==> src/rtl/quad_enc_filt.sv <==
// Quadrature encoder front end: input synchroniser and glitch filter, 4x decode
// with step multiplier, sticky fault, count preload, index capture/clear and
// windowed velocity measurement.
module quad_enc_filt #(
  parameter int COUNT_WIDTH = 64,
  parameter int MULT_WIDTH  = 8,
  parameter int FILTER_LEN  = 3,
  parameter int VEL_WIDTH   = 32,
  parameter int VEL_PERIOD  = 1000
) (
  input  logic                          clk,
  input  logic                          reset,
  input  logic                          a,
  input  logic                          b,
  input  logic                          idx,
  input  logic [MULT_WIDTH-1:0]         multiplier,
  input  logic                          count_load,
  input  logic signed [COUNT_WIDTH-1:0] count_load_value,
  input  logic                          index_clear_en,
  input  logic                          fault_clear,
  output logic signed [COUNT_WIDTH-1:0] count,
  output logic                          faultn,
  output logic                          direction,
  output logic                          step_strobe,
  output logic signed [COUNT_WIDTH-1:0] index_count,
  output logic                          index_strobe,
  output logic signed [VEL_WIDTH-1:0]   velocity,
  output logic                          velocity_valid
);

  localparam int FCW = (FILTER_LEN > 1) ? $clog2(FILTER_LEN) : 1;
  localparam int WCW = $clog2(VEL_PERIOD);
  localparam logic [FCW-1:0] FLT_LAST = FCW'(FILTER_LEN - 1);
  localparam logic [WCW-1:0] WIN_LAST = WCW'(VEL_PERIOD - 1);
  localparam logic signed [VEL_WIDTH-1:0] VEL_MAX = {1'b0, {(VEL_WIDTH-1){1'b1}}};
  localparam logic signed [VEL_WIDTH-1:0] VEL_MIN = {1'b1, {(VEL_WIDTH-1){1'b0}}};
  localparam logic signed [VEL_WIDTH-1:0] VEL_ONE = VEL_WIDTH'(1);

  // bit 0 = A, bit 1 = B, bit 2 = index
  logic [2:0]     sync1, sync2, filt, prev;
  logic [FCW-1:0] fcnt [3];

  logic chg_a, chg_b, step_valid, illegal, step_up, idx_rise;
  logic signed [COUNT_WIDTH-1:0] mult_ext, step_delta, count_next;
  logic signed [VEL_WIDTH-1:0]   acc, acc_next;
  logic [WCW-1:0]                win;
  logic                          win_last;

  // Two-flop synchroniser, per-input stability filter and previous-state register
  always_ff @(posedge clk) begin
    if (reset) begin
      sync1 <= '0;
      sync2 <= '0;
      filt  <= '0;
      prev  <= '0;
      for (int unsigned i = 0; i < 3; i++) fcnt[i] <= '0;
    end else begin
      sync1 <= {idx, b, a};
      sync2 <= sync1;
      prev  <= filt;
      for (int unsigned i = 0; i < 3; i++) begin
        if (sync2[i] != filt[i]) begin
          if (fcnt[i] == FLT_LAST) begin
            filt[i] <= sync2[i];
            fcnt[i] <= '0;
          end else begin
            fcnt[i] <= fcnt[i] + FCW'(1);
          end
        end else begin
          fcnt[i] <= '0;
        end
      end
    end
  end

  // Step/fault/index decode and next count with load > index clear > step priority
  always_comb begin
    chg_a      = filt[0] ^ prev[0];
    chg_b      = filt[1] ^ prev[1];
    step_valid = chg_a ^ chg_b;
    illegal    = chg_a & chg_b;
    step_up    = filt[0] ^ prev[1];
    idx_rise   = filt[2] & ~prev[2];
    mult_ext   = COUNT_WIDTH'(multiplier);
    step_delta = step_up ? mult_ext : -mult_ext;
    count_next = count;
    if (count_load)
      count_next = count_load_value;
    else if (idx_rise && index_clear_en)
      count_next = step_valid ? step_delta : '0;
    else if (step_valid)
      count_next = count + step_delta;
  end

  // Saturating +/-1 per step velocity accumulator
  always_comb begin
    acc_next = acc;
    win_last = (win == WIN_LAST);
    if (step_valid) begin
      if (step_up) begin
        if (acc != VEL_MAX) acc_next = acc + VEL_ONE;
      end else begin
        if (acc != VEL_MIN) acc_next = acc - VEL_ONE;
      end
    end
  end

  // Position count, direction, strobes, sticky fault and index capture
  always_ff @(posedge clk) begin
    if (reset) begin
      count        <= '0;
      faultn       <= 1'b1;
      direction    <= 1'b0;
      step_strobe  <= 1'b0;
      index_count  <= '0;
      index_strobe <= 1'b0;
    end else begin
      count        <= count_next;
      step_strobe  <= step_valid;
      index_strobe <= idx_rise;
      if (step_valid) direction <= step_up;
      if (illegal)
        faultn <= 1'b0;
      else if (fault_clear)
        faultn <= 1'b1;
      if (idx_rise) index_count <= count;
    end
  end

  // Free-running velocity window; publishes the accumulator on the terminal cycle
  always_ff @(posedge clk) begin
    if (reset) begin
      win            <= '0;
      acc            <= '0;
      velocity       <= '0;
      velocity_valid <= 1'b0;
    end else begin
      velocity_valid <= win_last;
      if (win_last) begin
        win      <= '0;
        acc      <= '0;
        velocity <= acc_next;
      end else begin
        win <= win + WCW'(1);
        acc <= acc_next;
      end
    end
  end

endmodule
==> config.mk <==
export PLATFORM = sky130hd
export DESIGN_NAME = quad_enc_filt
export DESIGN_NICKNAME = d
export VERILOG_FILES = /design/src/rtl/quad_enc_filt.sv
export SDC_FILE = /design/constraint.sdc
export NUM_CORES = 1
export LEC_CHECK = 0
export CORE_MARGIN = 2
export CORE_UTILIZATION = 50
export CTS_BUF_LIST = sky130_fd_sc_hd__clkbuf_8
export DETAILED_ROUTE_END_ITERATION = 6
export PLACE_DENSITY = 0.77
export SYNTH_ARGS = -nofsm -noshare
export SYNTH_HDL_FRONTEND = slang
export SYNTH_SLANG_ARGS = --single-unit
==> constraint.sdc <==
create_clock -name clk -period 7.9 [get_ports clk]
set_clock_uncertainty 0.15 [all_clocks]
set_input_delay 1.185 -clock clk [delete_from_list [all_inputs] [get_ports clk]]
set_output_delay 1.185 -clock clk [all_outputs]
set_load 0.05 [all_outputs]
==> results.json <==
{
  "slew_violations": 0,
  "rr_startpoint": "filt[0]$_SDFFE_PP0P_",
  "min_path_type": "reg2reg",
  "num-fill-cells": 2391,
  "rrSetupSlack_ns": 2.65,
  "cts_buffers": 39,
  "fmax_mhz": 162,
  "grt_pass1_vias": 13600,
  "synthSimpleGateAreaFrac_pct": 22.4,
  "cts_setup_buffers": 0,
  "syn-cell-area_sq_mm": 0.0135,
  "finalHoldViolCount": 0,
  "critPathLaunchType": "input pin",
  "drt_iter0_markers": 882,
  "clk_latency_ns": 0.57,
  "yosysUniqueCellTypes": 79,
  "wl_um": 44700,
  "initial_core_util_pct": 50.5,
  "seqCellArea_sq_mm": 0.00456,
  "dp_hpwl_um": 32200,
  "clkTransAtPathRegs_ns": 0.06,
  "multi_input_area_sq_mm": 0.00843,
  "synth_edf_count": 6,
  "async_flop_share_pct": 0,
  "reg2regPathDepth": 18,
  "synth_top_area_cell": "dfxtp_1",
  "drcViolationCount": 0,
  "arrival_ns": 6.47,
  "cts_tree": "yes",
  "gp_congestion": 0.988,
  "synth_xor_area_share_pct": 7.43,
  "cp_slowest_cell": "clkdlybuf4s50_1",
  "portBuffers": 244,
  "synthAdderAreaFrac_pct": 7.70,
  "setup_viol": 0,
  "die_w_um": 169,
  "drive_gt1_share_pct": 5.22,
  "pre_cts_ws_ns": 1.28,
  "ys_ff_latch": 225,
  "netlist_top_cells_count": "nand2_1 (245), dfxtp_1 (219), a21oi_1 (213)",
  "p_leak_nw": 6.58,
  "timing.final.crit_share_pct": 78.3,
  "powerDensity_mw_per_mm2": 219,
  "row_count": 60,
  "io_pins": 245,
  "dr_total_vias": 13900,
  "ctsHoldBuffers": 0,
  "cts_resized": 0,
  "core-area_sq_mm": 0.0268,
  "synth_area_per_cell_sq_um": 7.64,
  "max_stage_delay_ns": 0.52,
  "yosysSeqAreaShare_pct": 33.7,
  "instances_no_fill": 2354,
  "syn_inst": 1773,
  "antenna_found_initial": 4,
  "critPathKind": "in2reg",
  "synth_top_family_by_area": "compound AO/OA/AOI/OAI gates",
  "worst_pin_slew_ns": 0.951,
  "synthMuxAreaShare_pct": 0.591,
  "slew_headroom_pct": 36.4,
  "clock-sinks": 225,
  "area_growth_pct": 26.0,
  "yosysMostFrequentCell": "nand2_1",
  "critical_path.cell_chain": "clkdlybuf4s50_1 -> inv_1 -> ha_1 -> or3b_2 -> o21ai_4 -> buf_4 -> inv_2 -> buf_4 -> ha_1 -> a21oi_1 -> o21ai_0 -> a21oi_1 -> o221ai_1 -> o211ai_1 -> o311ai_1 -> a21oi_1 -> a21oi_1 -> a31oi_1 -> mux2i_1 -> or3_1",
  "dp_cells": 2282,
  "wl_per_cell_um": 19.0,
  "crit_top_cell": "a21oi_1",
  "end_kind": "register",
  "htreeDepth": 2,
  "peakVddDrop_uv": 156,
  "synth_compound_area_share_pct": 23.9,
  "layout_min_cycle_time_ns": 6.18,
  "worst_r2r_endpoint": "count[62]$_SDFFE_PP0P_",
  "synth_area_leaders": "dfxtp_1 (32%), a21oi_1 (7.9%), nand2_1 (6.8%)",
  "synth_top_area_share_pct": 32.4,
  "clockRootBuffer": "clkbuf_8",
  "worstPathMaxFanout": 46,
  "die_area_sq_mm": 0.0284,
  "grt_usage_pct": 30.9,
  "hp-start": "sync1[2]$_SDFF_PP0_",
  "grt_pass1_wl_um": 71400,
  "holdPathStages": 1,
  "fin_nets": 2131,
  "yosys_warnings": 0,
  "drv_cap": 0,
  "synthFlopType": "dfxtp_1",
  "grt_setup_unrepaired": "false",
  "finalSetupTns_ns": 0,
  "grt_max_degree": 67,
  "finalWorstSetupSlack_ns": 1.72,
  "ant_nets": 0,
  "cp_data_required_time_ns": 8.19,
  "outcome": "complete, no violations",
  "vias_per_cell": 5.91,
  "holdPathEnd": "sync2[2]$_SDFF_PP0_",
  "drtPass1Iterations": 6,
  "dieHeight_um": 169,
  "grt_overflow": 0,
  "clockBufferDepth": 3
}
[sequential cells by signal, summed over array words and instances (netlist names)]
name / count
acc: 32
count: 64
direction: 1
faultn: 1
fcnt: 6
filt: 3
index_count: 64
index_strobe: 1
prev: 3
step_strobe: 1
sync1: 3
sync2: 3
velocity: 32
velocity_valid: 1
win: 10
[metal layers]
| layer | wire length [um] | share of wire (%) | up-vias | track usage, % |
|---|---|---|---|---|
| li1 | - | - | 6736 | - |
| met1 | 19100 | 43 | 6576 | 38.8 |
| met2 | 21100 | 47 | 497 | 53.1 |
| met3 | 2910 | 6.5 | 110 | 5.59 |
| met4 | 1630 | 3.6 | 2 | 11.3 |
| met5 | 13 | 0.029 | - | 0 |
[worst max-delay path, delay by kind of cell]
kind	cells	cell delay [ns]
buffers and inverters	5	1.37
multiplexers	1	0.10
adder cells (fa/ha/maj)	2	0.64
AO/OA/AOI/OAI	10	2.32
AND/OR/NAND/NOR	2	0.81
[logic make-up (layout without fill, tap and decap cells)]
| kind of cell | after synthesis | count (layout) |
|---|---|---|
| and+or+nand+nor | 672 | 672 |
| AOI/OAI and AO/OA | 517 | 517 |
| DFF | 225 | 225 |
| buffers and inverters | 153 | 385 |
| xor gates and xnor gates | 111 | 111 |
| adders and majority gates | 86 | 86 |
| muxes | 8 | 8 |
| other | 1 | 9 |
[worst max-delay path by stage]
stage	endpoint	slack, ns	start	cells after the start
floorplan	count[61]$_SDFFE_PP0P_	1.63	multiplier[1]	22
global placement	count[62]$_SDFFE_PP0P_	1.40	multiplier[0]	20
detailed placement	count[62]$_SDFFE_PP0P_	1.28	multiplier[0]	20
CTS	count[62]$_SDFFE_PP0P_	1.83	multiplier[0]	20
global route	count[54]$_SDFFE_PP0P_	1.41	multiplier[0]	20
finish	count[62]$_SDFFE_PP0P_	1.72	multiplier[0]	20
[cell usage in the layout (no fill, tap or decap), drive strengths merged, types with 8 or more instances in the layout]
| cell type | Yosys | layout |
|---|---|---|
| nand2 | 245 | 245 |
| clkdlybuf4s50 | 0 | 243 |
| dfxtp | 219 | 219 |
| a21oi | 213 | 213 |
| nor2 | 187 | 187 |
| o21ai | 101 | 101 |
| ha | 68 | 68 |
| xnor2 | 67 | 67 |
| inv | 47 | 61 |
| nor3 | 59 | 59 |
| clkbuf | 88 | 45 |
| xor2 | 44 | 44 |
| nand3 | 44 | 44 |
| a21o | 33 | 33 |
| and2 | 29 | 29 |
| a211oi | 24 | 24 |
| buf | 16 | 24 |
| o211ai | 22 | 22 |
| nor2b | 18 | 18 |
| nand4 | 17 | 17 |
| maj3 | 17 | 17 |
| and3 | 15 | 15 |
| a31oi | 13 | 13 |
| nand2b | 13 | 13 |
| nor4 | 12 | 12 |
| or3 | 12 | 12 |
| a2111oi | 10 | 10 |
| o21bai | 8 | 8 |
| mux2i | 8 | 8 |
| o31ai | 8 | 8 |
[cell type report]
cell class | instances | area share (%)
tap | 341 | 2.50
multi-input combinational | 1400 | 49.4
timing repair buffer | 267 | 15.3
clock buffer | 45 | 3.63
inverter | 49 | 1.08
clock inverter | 24 | 1.30
antenna | 3 | 0.0440
sequential | 225 | 26.7
[report_power, final]
part | internal [W] | total [W] | switching [W] | leakage [nW]
combinational | 0.000515 | 0.00129 | 0.000779 | 4.26
clock | 0.000657 | 0.00116 | 0.000499 | 0.474
sequential | 0.00120 | 0.00129 | 0.0000917 | 1.85
total | 0.00237 | 0.00374 | 0.00137 | 6.58
[through the flow]
step	instance area (sq um)	total power, W	utilization (%)	hold slack (ns)
6_report	17100	0.00374	63.7	0.289
5_1_grt	17100	0.00394	63.7	0.302
4_1_cts	17100	0.00374	63.7	0.287
3_5_place_dp	16200	0.00258	60.5	0.278
3_3_place_gp	16200	0.00258	60.5	0.267
2_1_floorplan	13600	0.00222	-	0.256
(Power assumes the default switching activity.)
